$ cat src/rtl/flag_branch_pkg.sv
// rtl/flag_branch_pkg.sv - shared types and the default branch target table for flag_branch_unit
package flag_branch_pkg;

    typedef enum logic [1:0] {
        FETCH   = 2'b00,
        EXEC    = 2'b01,
        RESOLVE = 2'b10,
        COMMIT  = 2'b11
    } stage_t;

    typedef enum logic [2:0] {
        COND_ALWAYS = 3'b000,
        COND_EQ     = 3'b001,
        COND_NE     = 3'b010,
        COND_GT     = 3'b011,
        COND_LT     = 3'b100,
        COND_GE     = 3'b101,
        COND_CS     = 3'b110,
        COND_CC     = 3'b111
    } br_cond_t;

    typedef enum logic [1:0] {
        IDLE = 2'b00,
        RUN  = 2'b01,
        HALT = 2'b10
    } state_t;

    localparam int LUT_DEPTH = 16;

    // Absolute branch targets; entries wider than the pc are truncated at the use site.
    localparam logic [15:0] TARGET_LUT [LUT_DEPTH] = '{
        16'd0,   16'd17,  16'd40,  16'd100,
        16'd128, 16'd200, 16'd256, 16'd300,
        16'd384, 16'd450, 16'd512, 16'd600,
        16'd700, 16'd800, 16'd900, 16'd1023
    };

endpackage

$ cat src/rtl/branch_cond_eval.sv
// rtl/branch_cond_eval.sv - combinational branch condition check against stored flags and carry
module branch_cond_eval
    import flag_branch_pkg::*;
(
    input  logic [2:0] br_cond,
    input  logic [3:0] flags,
    input  logic       c_i,
    output logic       cond_true
);

    // flags is packed {gt, lt, equal, zero}
    logic w_gt;
    logic w_lt;
    logic w_eq;

    assign w_gt = flags[3];
    assign w_lt = flags[2];
    assign w_eq = flags[1];

    always_comb begin
        cond_true = 1'b0;
        case (br_cond_t'(br_cond))
            COND_ALWAYS: cond_true = 1'b1;
            COND_EQ:     cond_true = w_eq;
            COND_NE:     cond_true = !w_eq;
            COND_GT:     cond_true = w_gt;
            COND_LT:     cond_true = w_lt;
            COND_GE:     cond_true = w_gt | w_eq;
            COND_CS:     cond_true = c_i;
            COND_CC:     cond_true = !c_i;
            default:     cond_true = 1'b0;
        endcase
    end

endmodule

$ cat src/rtl/flag_branch_unit.sv
// rtl/flag_branch_unit.sv - flag/carry capture, branch resolve, pc and run/halt FSM; FLAG_BRANCH_LUT_EN selects absolute LUT targets
module flag_branch_unit
    import flag_branch_pkg::*;
#(
    parameter int PC_W  = 10,
    parameter int OFF_W = 8
) (
    input  logic             clk,
    input  logic             reset,
    input  logic [1:0]       stage,
    input  logic             start,
    input  logic             flag_we,
    input  logic             carry_we,
    input  logic             alu_c_o,
    input  logic             alu_equal,
    input  logic             alu_gt,
    input  logic             alu_lt,
    input  logic             alu_zero,
    input  logic             br_en,
    input  logic [2:0]       br_cond,
    input  logic [OFF_W-1:0] br_offset,
    input  logic             halt_req,
    output logic             c_i,
    output logic [3:0]       flags,
    output logic [PC_W-1:0]  pc,
    output logic             taken,
    output logic             running,
    output logic             halted
);

    state_t          r_state;
    logic [3:0]      r_flags;
    logic            r_c;
    logic            r_taken;
    logic [PC_W-1:0] r_pc;

    stage_t          w_stage;
    logic            w_cond_true;
    logic [PC_W-1:0] w_br_target;
    logic [PC_W-1:0] w_pc_next;

    assign w_stage = stage_t'(stage);

    branch_cond_eval u_cond_eval (
        .br_cond   (br_cond),
        .flags     (r_flags),
        .c_i       (r_c),
        .cond_true (w_cond_true)
    );

`ifdef FLAG_BRANCH_LUT_EN
    assign w_br_target = PC_W'(TARGET_LUT[br_offset[3:0]]);
`else
    // Sign-extend the offset to pc width; the add wraps naturally.
    assign w_br_target = r_pc + PC_W'($signed(br_offset));
`endif

    assign w_pc_next = r_taken ? w_br_target : r_pc + PC_W'(1);

    always_ff @(posedge clk) begin
        if (reset) begin
            r_state <= IDLE;
            r_flags <= 4'b0000;
            r_c     <= 1'b0;
            r_taken <= 1'b0;
            r_pc    <= '0;
        end else begin
            case (r_state)
                IDLE, HALT: begin
                    if (start) begin
                        r_state <= RUN;
                    end
                end
                RUN: begin
                    case (w_stage)
                        EXEC: begin
                            if (flag_we) begin
                                r_flags <= {alu_gt, alu_lt, alu_equal, alu_zero};
                            end
                            if (carry_we) begin
                                r_c <= alu_c_o;
                            end
                        end
                        RESOLVE: begin
                            r_taken <= br_en & w_cond_true;
                        end
                        COMMIT: begin
                            r_pc    <= w_pc_next;
                            r_taken <= 1'b0;
                            if (halt_req) begin
                                r_state <= HALT;
                            end
                        end
                        default: ;
                    endcase
                end
                default: r_state <= IDLE;
            endcase
        end
    end

    assign c_i     = r_c;
    assign flags   = r_flags;
    assign pc      = r_pc;
    assign taken   = r_taken;
    assign running = (r_state == RUN);
    assign halted  = (r_state == HALT);

endmodule

$ cat config.mk
export PLATFORM = sky130hd
export DESIGN_NAME = flag_branch_unit
export DESIGN_NICKNAME = d
export VERILOG_FILES = /design/src/rtl/flag_branch_pkg.sv /design/src/rtl/branch_cond_eval.sv /design/src/rtl/flag_branch_unit.sv
export SDC_FILE = /design/constraint.sdc
export NUM_CORES = 1
export LEC_CHECK = 0
export ABC_AREA = 1
export CAP_MARGIN = 20
export CORE_AREA = 2 2 60 62
export CTS_BUF_LIST = sky130_fd_sc_hd__clkbuf_4
export DETAILED_ROUTE_END_ITERATION = 10
export DIE_AREA = 0 0 62 64
export GPL_ROUTABILITY_DRIVEN = 0
export PLACE_DENSITY = 0.78
export SYNTH_ARGS = -nofsm -noshare
export SYNTH_HDL_FRONTEND = slang
export SYNTH_SLANG_ARGS = --single-unit
$ cat constraint.sdc
create_clock -name clk -period 4.4 [get_ports clk]
set_input_delay 0.88 -clock clk [delete_from_list [all_inputs] [get_ports clk]]
set_output_delay 0.88 -clock clk [all_outputs]
set_load 0.02 [all_outputs]
# Word level (Yosys, flattened, before mapping)
# Index checks and enable logic that the tools add are counted.
# word_totals
reg_bits	18
in_bits	25
output_inout_bits	18
word_cells	42
# op_classes
addsub	2
n_eq_ne	15
mux	7
bitwise_logic	2
reduce_logical	11
# ops
operator	count
$eq 3x3->1 const B	4
$add 10x1->10 const B	1
$add 10x10->10	1
$mux 10	1
$reduce_and 3->1	3
$pmux 1 s8	1
$eq 2x2->1 const B	3
$eq 3x2->1 const B	2
$mux 2	3
$eq 2x1->1 const B	2
$ne 2x2->1 const B	2
$pmux 2 s2	1
$reduce_and 2->1	2
$eq 3x1->1 const B	1
$logic_not 3->1	1
$logic_not 1->1	2
$logic_not 2->1	1
$ne 2x1->1 const B	1
$pmux 1 s2	1
$reduce_bool 2->1	1
$reduce_or 2->1	1
$and 1x1->1	1
$or 1x1->1	1

# Longest topological paths before layout
# Gate-level depths: netlist of run 1.
# depth
ltp_word	4
depth_mapped	14
depth_no_buf	13

# Cells and area by module
# Synthesis of run 1 repeated with hierarchy kept, for this count alone.
# unflattened
hier_cells	208
hier_area_um2	1326.3
# modules_own_cells
mod	instances	cells_per_inst	area_per_inst_um2	seq_area_each_um2
flag_branch_unit	1	191	1255.0	360.3
branch_cond_eval	1	17	71.3	0.0

# Worst setup path after synthesis of run 1
# OpenSTA, ideal clock, no wires.
# synth_path
path_type	input to register
startpoint	input br_offset[0]
endpoint	register r_pc[6], in the netlist pc[6]
setup_time_ns	0.113
t_arrival_ns	2.096
t_required_ns	4.287
setup_slack_ns	2.190
path_stages	11
path_buffers	0
path_cell_list	inv_1 -> nand2_1 -> ha_1 -> inv_1 -> fa_1 -> o21ai_1 -> nand2_1 -> nand3_1 -> nand2_1 -> o21ai_1 -> inv_1
# synth_between
elab_chain_cells	2
# synth_rtl
element	line	text
start: declaration	flag_branch_unit.sv:21	input logic [OFF_W-1:0] br_offset,
$add 10x10->10	flag_branch_unit.sv:55	assign w_br_target = r_pc + PC_W'($signed(br_offset));
$mux 10	flag_branch_unit.sv:58	assign w_pc_next = r_taken ? w_br_target : r_pc + PC_W'(1);
end signal: assignment	flag_branch_unit.sv:88	r_pc <= w_pc_next;
end: declaration	flag_branch_unit.sv:35	logic [PC_W-1:0] r_pc;
# No other way between the ends.
# A chain may end at the register's enable or synchronous reset.

# Worst setup path in the final report of run 1
# Same ends and word-level chain as after synthesis.

==> out/qor.log, run 1 <==
qor: hold_path.hold_end c_i
qor: floorplan.die_area 3968 sq um
qor: power_and_ir_drop.power_frac_comb 23.5%
qor: timing.setup_viol_count_final 0
qor: timing.layout_min_cycle_time 2.561 ns
qor: logic_synthesis.postSynth.asyncResetShare 0%
qor: global_routing.grt_pass1_wl 5.023 mm
qor: logic_synthesis.synth_cells 206
qor: route.routed_via_density 4.566
qor: cts.ctsHoldBuffers 0
qor: job.maxCapViolCount 0
qor: cts.clockRootBuffer clkbuf_4
qor: run_status.run_status complete, no violations
qor: critical_path.cp.buffers_inverters 4
qor: timing.fin_skew 0.002250 ns
qor: cts.post-cts-setup-buffer-count 0
qor: floorplan.die_width 62 um
qor: cts.tritoncts_buffers 3
qor: cts.clock_tree.htree_level_count 1
qor: critical_path.critPathTopFamily buffers and inverters
qor: power_and_ir_drop.internal_power 244.3 uW
qor: global_routing.antenna_found_initial 0
qor: critical_path.cp_slowest_cell clkdlybuf4s50_1
qor: critical_path.critPathArrivalTime 2.77 ns
qor: final_layout.area.growth.synth_to_final 37.14%
qor: final_layout.ff_latch_area 360.3 sq um
qor: power_and_ir_drop.seq_power_share 50.2%
qor: logic_synthesis.yosys_warnings 0
qor: logic_synthesis.yosysTopAreaCellShare 27.85%
qor: route.route.antenna.remaining_nets 0
qor: route.wire_per_inst 10.33 um
qor: placed_design.dpl_worst_slack 1.536 ns
qor: logic_synthesis.postSynth.topFlopCell dfxtp_1
qor: timing.unrepaired_setup_endpoints_after_global_routing false
qor: cts.clock_latency 0.30 ns
qor: critical_path.timing.critical_path.required 4.61 ns
qor: timing.worst_margin_slew 0.4417 ns
qor: floorplan.rows 21
qor: power_and_ir_drop.peakVddDrop 0.09455 mV
qor: power_and_ir_drop.clock_power_share 26.3%
qor: logic_synthesis.register_area_share_after_synthesis 27.85%
qor: placed_design.port-buffer-count 42
qor: logic_synthesis.synth_edf_count 0
qor: critical_path.origin_of_the_critical_flop_to_flop_path taken
qor: critical_path.rrSetupSlack 2.41 ns
qor: global_routing.vias_in_the_first_global_route 1254
qor: cts.clock-sinks 18
qor: power_and_ir_drop.post-layout-total-power 346.6 uW
qor: final_layout.drive_gt1_share 2.811%
qor: final_layout.num-nets-final 285
qor: global_routing.grt_start_max_net_pins 18
qor: timing.hold_violations 0
qor: logic_synthesis.netlist_area 1294 sq um
qor: route.detail_route.iter0.violations 75
qor: logic_synthesis.synth_nets 241
qor: power_and_ir_drop.p_sw_share 29.51%
qor: global_routing.grt-ovfl-total 0
qor: critical_path.timing_worst_setup_path_type in -> reg
qor: timing.finalWorstSetupSlack 1.839 ns
qor: timing.timing.setup.tns 0 ns
qor: floorplan.core_area 3284 sq um
qor: critical_path.crit_path_end_kind flop
qor: placed_design.dp.final_hpwl 2.367 mm
qor: floorplan.io-pin-count 43
qor: critical_path.crit_chain clkdlybuf4s50_1 > inv_1 > nand2_1 > ha_1 > inv_1 > fa_1 > o21ai_1 > nand2_1 > nand3_1 > nand2_1 > o21ai_1 > inv_1
qor: logic_synthesis.synth_area_leaders dfxtp_1 28%, nand2_1 14%, inv_1 11%
qor: critical_path.rr_worst_depth 10
qor: logic_synthesis.synthMostInstantiatedCell nand2_1
qor: logic_synthesis.netlist_top_cells_count 47 x nand2_1, 38 x inv_1, 31 x nor2_1
qor: route.detailedRoute.firstPassIterationCount 7
qor: timing.drv_slew 0
qor: route.via_count 1347
qor: power_and_ir_drop.power.density 195.4 nW/um^2
qor: final_layout.antenna_cells 0
qor: global_routing.grtUsageTotal 16.42%
qor: logic_synthesis.netlist.top_cell.by_area dfxtp_1
qor: critical_path.crit_path_max_fo 3
qor: timing.fin_crit_sh 58.21%
qor: timing.timing.slew.headroom 70.46%
qor: cts.clock_tree.buffer_depth 2
qor: logic_synthesis.synth.avg_cell_area 6.280 sq um
qor: critical_path.regToRegEndpoint pc[6]
qor: cts.post_cts_resize_count 0
qor: floorplan.initial_utilization 39.39%
qor: logic_synthesis.synth_seq_cells 18
qor: final_layout.fillers 327
qor: power_and_ir_drop.static-leakage-power 0.0008745 uW
qor: logic_synthesis.synth.distinct_cells 22
qor: timing.achievable-frequency 390.5 MHz
qor: hold_path.hp-class reg -> reg
qor: final_layout.area_of_combinational_cells_with_multiple_inputs 757.0 sq um
qor: critical_path.cp-start-kind input pin
qor: route.wirelength 3.048 mm
qor: hold_path.hold-path-cell-count 2
qor: floorplan.floorplan.die.height 64 um
qor: critical_path.crit_path_max_incr_delay 0.46 ns
qor: final_layout.final_core_area_utilization 54.02%
qor: cts.clkTransAtPathRegs 0.11 ns
qor: power_and_ir_drop.power_switching 102.3 uW
qor: route.route.detailed.drc 0
qor: hold_path.timing.hold.worst.start c_i
qor: cts.tritoncts done
cell usage in the layout, fill, tap and decap left out, drive strengths merged:
| cell | Yosys | layout |
|---|---|---|
| fa | 1 | 1 |
| o21bai | 1 | 1 |
| ha | 9 | 9 |
| a21o | 1 | 1 |
| nand2 | 47 | 47 |
| nand4 | 2 | 2 |
| xor2 | 4 | 4 |
| dfxtp | 18 | 18 |
| o21a | 1 | 1 |
| clkbuf | 1 | 3 |
| clkdlybuf4s50 | 0 | 42 |
| nor2 | 33 | 33 |
| o21ai | 14 | 14 |
| clkinv | 0 | 1 |
| inv | 40 | 40 |
| nand3 | 17 | 17 |
| a21oi | 15 | 15 |
worst max path at each step:
stage                  from     to  slack [ns]  cells past startpoint
2_1_floorplan  br_offset[0]  pc[6]        2.19                     11
3_3_place_gp   br_offset[0]  pc[6]        1.56                     12
3_5_place_dp   br_offset[0]  pc[6]        1.54                     12
4_1_cts        br_offset[0]  pc[6]        1.84                     12
5_1_grt        br_offset[0]  pc[6]        1.66                     12
6_report       br_offset[0]  pc[6]        1.84                     12
registers in the layout (all words and copies together), names as in the netlist:
register  cells
pc           10
flags         4
r_state       2
c_i           1
taken         1
per-layer routing:
layer | wire, um | up-vias | track usage (%)
li1 | - | 725 | -
met1 | 1440 | 576 | 20.54
met2 | 1357 | 41 | 26.56
met3 | 210 | 5 | 3.846
met4 | 40 | 0 | 6.117
met5 | 0 | - | 0
kinds of logic (layout without fill, tap and decap cells):
family | count (synthesis) | after routing | share of synthesized area [%]
fa+ha+maj | 10 | 10 | 10.25
flops | 18 | 18 | 27.85
compound gates | 32 | 32 | 12.96
buf+inv | 43 | 86 | 13.64
xor+xnor | 4 | 4 | 2.708
simple gates | 99 | 99 | 32.59
tightest hold or removal path: stages, from the launching register on:
cell     delay, ns
dfxtp_1       0.34
inv_1         0.05
a21oi_1       0.05
power groups by stage:
stage          Clock (uW)  Sequential (uW)  Combinational (uW)
2_1_floorplan           0              183                35.8
3_3_place_gp            0              178                80.2
3_5_place_dp            0              178                81.4
4_1_cts              92.9              174                82.2
5_1_grt               100              175                90.6
6_report             91.1              174                81.5
metrics by stage:
step | area, sq um | hold slack [ns] | cells
finish | 1774 | 0.4682 | 295
global route | 1774 | 0.4915 | 295
CTS | 1774 | 0.4720 | 295
detailed placement | 1748 | 0.4541 | 291
global placement | 1748 | 0.4542 | 291
floorplan | 1294 | 0.5170 | 206
final cells by class:
cell class	count	share of cell area (%)
clock buffers	3	1.269
clock inverters	1	0.2116
inverters	40	8.604
multi-input cells	145	42.67
flip-flops and latches	18	20.31
well taps	46	3.244
repair buffers	42	23.70
Power figures use the tool's default switching activity.
==> run 2, diff against run 1 <==
--- a/config.mk
+++ b/config.mk
@@ -12,7 +12,7 @@
 export DETAILED_ROUTE_END_ITERATION = 10
 export DIE_AREA = 0 0 62 64
 export GPL_ROUTABILITY_DRIVEN = 0
-export PLACE_DENSITY = 0.78
+export PLACE_DENSITY = 0.81
 export SYNTH_ARGS = -nofsm -noshare
 export SYNTH_HDL_FRONTEND = slang
 export SYNTH_SLANG_ARGS = --single-unit
==> constraint.sdc (replaced) <==
create_clock -name clk -period 2.29 [get_ports clk]
set_input_delay 0.458 -clock clk [delete_from_list [all_inputs] [get_ports clk]]
set_output_delay 0.458 -clock clk [all_outputs]
set_load 0.02 [all_outputs]
==> run 2 against run 1 <==
Effect of this change:
- design area up 1.9%
- setup slack got worse by 1.6 ns
- critical path depth stayed put
- combinational power rose by 95%
- global-route usage grew 0.29 points
- sequential power is 93% higher
- die area unchanged
- hold slack improved by 0.0063 ns
- critical path type unchanged
- total power up 92%
- sequential share of layout area decreased by 0.38 points
==> out/qor.log, run 2 (same netlist as run 1, synthesis figures left out) <==
qor: critical_path.timing.critical_path.required 2.49 ns
qor: hold_path.timing.hold.worst.start c_i
qor: placed_design.port-buffer-count 42
qor: critical_path.rr_worst_depth 10
qor: floorplan.initial_utilization 39.39%
qor: final_layout.mostFrequentLayoutCells 47 x nand2_1, 42 x clkdlybuf4s50_1, 38 x inv_1
qor: timing.worst_margin_slew 0.3847 ns
qor: power_and_ir_drop.peakVddDrop 0.1955 mV
qor: global_routing.grt_pass1_wl 5.133 mm
qor: route.route.antenna.remaining_nets 0
qor: timing.timing.slew.headroom 74.32%
qor: power_and_ir_drop.power_switching 192.5 uW
qor: floorplan.io-pin-count 43
qor: power_and_ir_drop.internal_power 471.5 uW
qor: hold_path.hold-path-cell-count 2
qor: timing.setup_viol_count_final 0
qor: timing.drv_slew 0
qor: cts.clock_latency 0.30 ns
qor: job.maxCapViolCount 0
qor: final_layout.mostFrequentLayoutCell nand2_1
qor: global_routing.vias_in_the_first_global_route 1275
qor: power_and_ir_drop.static-leakage-power 0.0008952 uW
qor: critical_path.crit_path_max_fo 3
qor: route.wirelength 3.125 mm
qor: critical_path.crit_path_end_kind flop
qor: run_status.run_status complete, no violations
qor: route.detail_route.iter0.violations 74
qor: global_routing.grt-ovfl-total 0
qor: critical_path.origin_of_the_critical_flop_to_flop_path taken
qor: final_layout.antenna_cells 0
qor: cts.post-cts-setup-buffer-count 0
qor: final_layout.largest_register_ff_count 10
qor: critical_path.regToRegEndpoint pc[6]
qor: cts.tritoncts_buffers 3
qor: timing.hold_violations 0
qor: cts.clkTransAtPathRegs 0.12 ns
qor: cts.post_cts_resize_count 0
qor: floorplan.floorplan.die.height 64 um
qor: global_routing.grtUsageTotal 16.71%
qor: floorplan.core_area 3284 sq um
qor: floorplan.rows 21
qor: power_and_ir_drop.power.density 367.3 nW/um^2
qor: timing.achievable-frequency 487.7 MHz
qor: power_and_ir_drop.clock_power_share 25.6%
qor: power_and_ir_drop.seq_power_share 50.4%
qor: cts.clock_tree.htree_level_count 1
qor: cts.clockRootBuffer clkbuf_4
qor: cts.ctsHoldBuffers 0
qor: route.detailedRoute.firstPassIterationCount 4
qor: final_layout.fillers 330
qor: timing.fin_crit_sh 89.53%
qor: power_and_ir_drop.p_sw_share 28.99%
qor: final_layout.num-nets-final 289
qor: timing.layout_min_cycle_time 2.050 ns
qor: global_routing.grt_start_max_net_pins 18
qor: floorplan.die_area 3968 sq um
qor: global_routing.antenna_found_initial 0
qor: route.route.detailed.drc 0
qor: critical_path.rrSetupSlack 0.38 ns
qor: critical_path.timing_worst_setup_path_type in -> reg
qor: timing.fin_skew 0.01233 ns
qor: final_layout.area.growth.synth_to_final 39.75%
qor: hold_path.hold_end c_i
qor: critical_path.critPathArrivalTime 2.25 ns
qor: floorplan.die_width 62 um
qor: final_layout.final_core_area_utilization 55.05%
qor: route.via_count 1372
qor: route.wire_per_inst 10.45 um
qor: timing.unrepaired_setup_endpoints_after_global_routing false
qor: cts.clock-sinks 18
qor: route.routed_via_density 4.589
qor: cts.tritoncts done
qor: timing.timing.setup.tns 0 ns
qor: final_layout.drive_gt1_share 4.743%
qor: final_layout.area_of_combinational_cells_with_multiple_inputs 760.7 sq um
qor: final_layout.ff_latch_area 360.3 sq um
qor: placed_design.dp.final_hpwl 2.397 mm
qor: power_and_ir_drop.power_frac_comb 24.0%
qor: hold_path.hp-class reg -> reg
qor: cts.clock_tree.buffer_depth 2
qor: critical_path.cp-start-kind input pin
[run 2: changes by cell type in the layout (fill, tap and decap cells not counted), sizes merged]
cell	before	now
buf	0	4
[run 2: worst max-delay path by stage]
stage,from,endpoint,slack (ns),cells past startpoint
4_1_cts,br_offset[0],pc[6],0.15,12
3_3_place_gp,br_offset[0],pc[6],-0.10,12
6_report,br_offset[0],pc[6],0.24,12
3_5_place_dp,br_offset[0],pc[6],-0.15,12
2_1_floorplan,taken,pc[6],0.42,11
5_1_grt,br_offset[0],pc[6],0.09,12
[run 2: stage by stage]
| step | hold WS, ns | std cells | area [sq um] | worst slack, ns | power (uW) |
|---|---|---|---|---|---|
| 3_3_place_gp | 0.4534 | 295 | 1778 | -0.1018 | 497.7 |
| 5_1_grt | 0.5042 | 299 | 1808 | 0.09088 | 705.5 |
| 4_1_cts | 0.4770 | 299 | 1804 | 0.1542 | 668.1 |
| 3_5_place_dp | 0.4595 | 295 | 1778 | -0.1504 | 501.0 |
| 2_1_floorplan | 0.5170 | 206 | 1294 | 0.4246 | 420.7 |
| 6_report | 0.4745 | 299 | 1808 | 0.2397 | 664.1 |
[run 2: critical path, cell delays in order]
cell	delay, ns
clkdlybuf4s50_1	0.46
inv_1	0.04
nand2_1	0.05
ha_1	0.16
inv_1	0.06
fa_1	0.42
o21ai_2	0.21
nand2_1	0.10
nand3_1	0.08
nand2_1	0.06
o21ai_1	0.12
inv_1	0.05
[run 2: power groups by stage]
| stage | clock network, uW | registers, uW | logic, uW |
|---|---|---|---|
| floorplan | 0 | 352 | 68.7 |
| global placement | 0 | 342 | 156 |
| detailed placement | 0 | 342 | 159 |
| CTS | 173 | 335 | 160 |
| global route | 193 | 336 | 176 |
| finish | 170 | 335 | 159 |
[run 2: final cells by class]
class	instances	share of cell area, %
clock buffers	3	1.246
clock inverters	1	0.2076
well taps	46	3.183
inverters	40	8.443
repair buffers	46	24.91
multi-input cells	145	42.08
flip-flops and latches	18	19.93
[run 2: routing by layer]
| metal | GRT usage (%) | vias up | share of wire, % |
|---|---|---|---|
| li1 | - | 733 | - |
| met3 | 2.429 | 5 | 6.6 |
| met5 | 0 | - | 0 |
| met2 | 28.39 | 43 | 46 |
| met1 | 21.19 | 591 | 46 |
| met4 | 4.787 | 0 | 1.4 |
==> run 3, diff against run 2 <==
--- a/config.mk
+++ b/config.mk
@@ -7,12 +7,12 @@
 export LEC_CHECK = 0
 export ABC_AREA = 1
 export CAP_MARGIN = 20
-export CORE_AREA = 2 2 60 62
+export CORE_AREA = 2 2 75 77
 export CTS_BUF_LIST = sky130_fd_sc_hd__clkbuf_4
 export DETAILED_ROUTE_END_ITERATION = 10
-export DIE_AREA = 0 0 62 64
+export DIE_AREA = 0 0 77 79
 export GPL_ROUTABILITY_DRIVEN = 0
-export PLACE_DENSITY = 0.81
+export PLACE_DENSITY = 0.58
 export SYNTH_ARGS = -nofsm -noshare
 export SYNTH_HDL_FRONTEND = slang
 export SYNTH_SLANG_ARGS = --single-unit
==> run 3 against run 2 <==
Effect of this change:
- combinational power is essentially flat
- sequential cell count is the same
- die area up 53%
- setup slack worse by 0.045 ns
- routed wire length is 5.1% higher
- clock skew decreased by 0.011 ns
- clock-buffer cell count unchanged
- largest power group unchanged
==> out/qor.log, run 3 (same netlist as run 1, synthesis figures left out) <==
qor: run_status.run_status complete, no violations
qor: floorplan.rows 27
qor: cts.ctsHoldBuffers 0
qor: cts.clock_latency 0.31 ns
qor: global_routing.antenna_found_initial 0
qor: final_layout.num-nets-final 290
qor: floorplan.initial_utilization 24.24%
qor: timing.finalWorstSetupSlack 0.1948 ns
qor: floorplan.floorplan.die.height 79 um
qor: critical_path.origin_of_the_critical_flop_to_flop_path taken
qor: placed_design.dpl_worst_slack -0.1489 ns
qor: timing.worst_margin_slew 0.3983 ns
qor: global_routing.grt_start_max_net_pins 12
qor: cts.post_cts_resize_count 0
qor: cts.clock_tree.htree_level_count 1
qor: power_and_ir_drop.peakVddDrop 0.1239 mV
qor: global_routing.vias_in_the_first_global_route 1311
qor: power_and_ir_drop.power.density 366.6 nW/um^2
qor: critical_path.crit_path_end_kind flop
qor: timing.fin_skew 0.001561 ns
qor: critical_path.cp-start-kind input pin
qor: critical_path.crit_path_max_fo 3
qor: critical_path.critPathCapture pc[6]
qor: final_layout.mostFrequentLayoutCells 47 x nand2_1, 42 x clkdlybuf4s50_1, 38 x inv_1
qor: critical_path.timing_worst_setup_path_type in -> reg
qor: route.wirelength 3.283 mm
qor: route.routed_via_density 4.132
qor: route.wire_per_inst 10.07 um
qor: cts.clock-sinks 18
qor: critical_path.regToRegEndpoint pc[6]
qor: floorplan.die_width 77 um
qor: cts.tritoncts_buffers 3
qor: timing.hold_violations 0
qor: placed_design.numPlacedInstances 322
qor: critical_path.timing.critical_path.required 2.51 ns
qor: timing.achievable-frequency 477.3 MHz
qor: floorplan.core_area 5338 sq um
qor: critical_path.rr_worst_depth 10
qor: global_routing.grt_pass1_wl 5.630 mm
qor: timing.drv_slew 0
qor: final_layout.stdcell_count 326
qor: timing.layout_min_cycle_time 2.095 ns
qor: cts.post-cts-setup-buffer-count 0
qor: placed_design.port-buffer-count 42
qor: route.route.antenna.remaining_nets 0
qor: route.detailedRoute.firstPassIterationCount 4
qor: final_layout.area.growth.synth_to_final 42.55%
qor: power_and_ir_drop.p_sw_share 30.11%
qor: cts.clkTransAtPathRegs 0.12 ns
qor: power_and_ir_drop.static-leakage-power 0.0008984 uW
qor: timing.timing.slew.headroom 73.41%
qor: route.via_count 1347
qor: critical_path.critPathArrivalTime 2.32 ns
qor: cts.clock_tree.buffer_depth 2
qor: job.maxCapViolCount 0
qor: timing.fin_crit_sh 91.49%
qor: route.route.detailed.drc 0
qor: floorplan.io-pin-count 43
qor: critical_path.rrSetupSlack 0.30 ns
qor: final_layout.largest_register_ff_count 10
qor: hold_path.hp-class reg -> reg
qor: power_and_ir_drop.power_frac_comb 23.7%
qor: power_and_ir_drop.internal_power 472.6 uW
qor: cts.tritoncts done
qor: placed_design.dp.final_hpwl 2.588 mm
qor: global_routing.grtUsageTotal 11.50%
qor: power_and_ir_drop.power_switching 203.6 uW
qor: global_routing.grt-ovfl-total 0
qor: final_layout.mostFrequentLayoutCell nand2_1
qor: final_layout.drive_gt1_share 4.724%
qor: timing.unrepaired_setup_endpoints_after_global_routing false
qor: route.detail_route.iter0.violations 17
qor: timing.setup_viol_count_final 0
qor: floorplan.die_area 6083 sq um
qor: cts.clockRootBuffer clkbuf_4
qor: power_and_ir_drop.clock_power_share 26.8%
qor: power_and_ir_drop.seq_power_share 49.5%
qor: final_layout.antenna_cells 0
qor: critical_path.startpoint br_offset[0]
==> run 3: final cells by class <==
type                    count  area [sq um]
fillers                   627          3493
multi-input cells         145         757.0
repair buffers             47         457.9
flip-flops and latches     18         360.3
inverters                  40         152.6
well taps                  72         90.09
clock buffers               3         22.52
clock inverters             1         3.754
==> run 3: layer usage <==
metal,vias up,GRT usage [%],part of all wire [%]
li1,737,-,-
met1,571,14.17,49
met2,33,19.04,44
met3,6,3.068,5.3
met4,0,4.821,1.7
met5,-,0,0
==> run 3: stage by stage <==
| step | area [sq um] | hold WS [ns] | setup TNS, ns | util [%] | power (uW) |
|---|---|---|---|---|---|
| floorplan | 1294 | 0.5170 | 0 | - | 420.7 |
| global placement | 1818 | 0.4551 | -0.2584 | 34.06 | 502.8 |
| detailed placement | 1818 | 0.4560 | -0.3111 | 34.06 | 503.2 |
| CTS | 1844 | 0.4744 | 0 | 34.55 | 684.8 |
| global route | 1844 | 0.5029 | 0 | 34.55 | 717.9 |
| finish | 1844 | 0.4729 | 0 | 34.55 | 676.2 |
==> run 3: worst min path at each step <==
stage          startpoint    endpoint  slack, ns  cells after the start
2_1_floorplan  r_state[0]  r_state[0]       0.52                      3
5_1_grt               c_i         c_i       0.50                      2
6_report              c_i         c_i       0.47                      2
3_5_place_dp          c_i         c_i       0.46                      2
3_3_place_gp          c_i         c_i       0.46                      2
4_1_cts               c_i         c_i       0.47                      2
==> run 3: worst max-delay path, stage by stage <==
cell and delay (ns):
clkdlybuf4s50_1 0.45, inv_1 0.04, nand2_1 0.05, ha_1 0.17
inv_1 0.07, fa_1 0.39, o21ai_1 0.28, nand2_1 0.12
nand3_1 0.09, nand2_1 0.05, o21ai_1 0.12, inv_1 0.05
==> run 3: power by group through the flow <==
stage | sequential, uW | combinational [uW] | clock [uW]
after CTS | 335 | 162 | 187
after detailed placement | 342 | 161 | 0
final | 335 | 160 | 181
after global routing | 337 | 178 | 203
after floorplan | 352 | 68.7 | 0
after global placement | 342 | 161 | 0
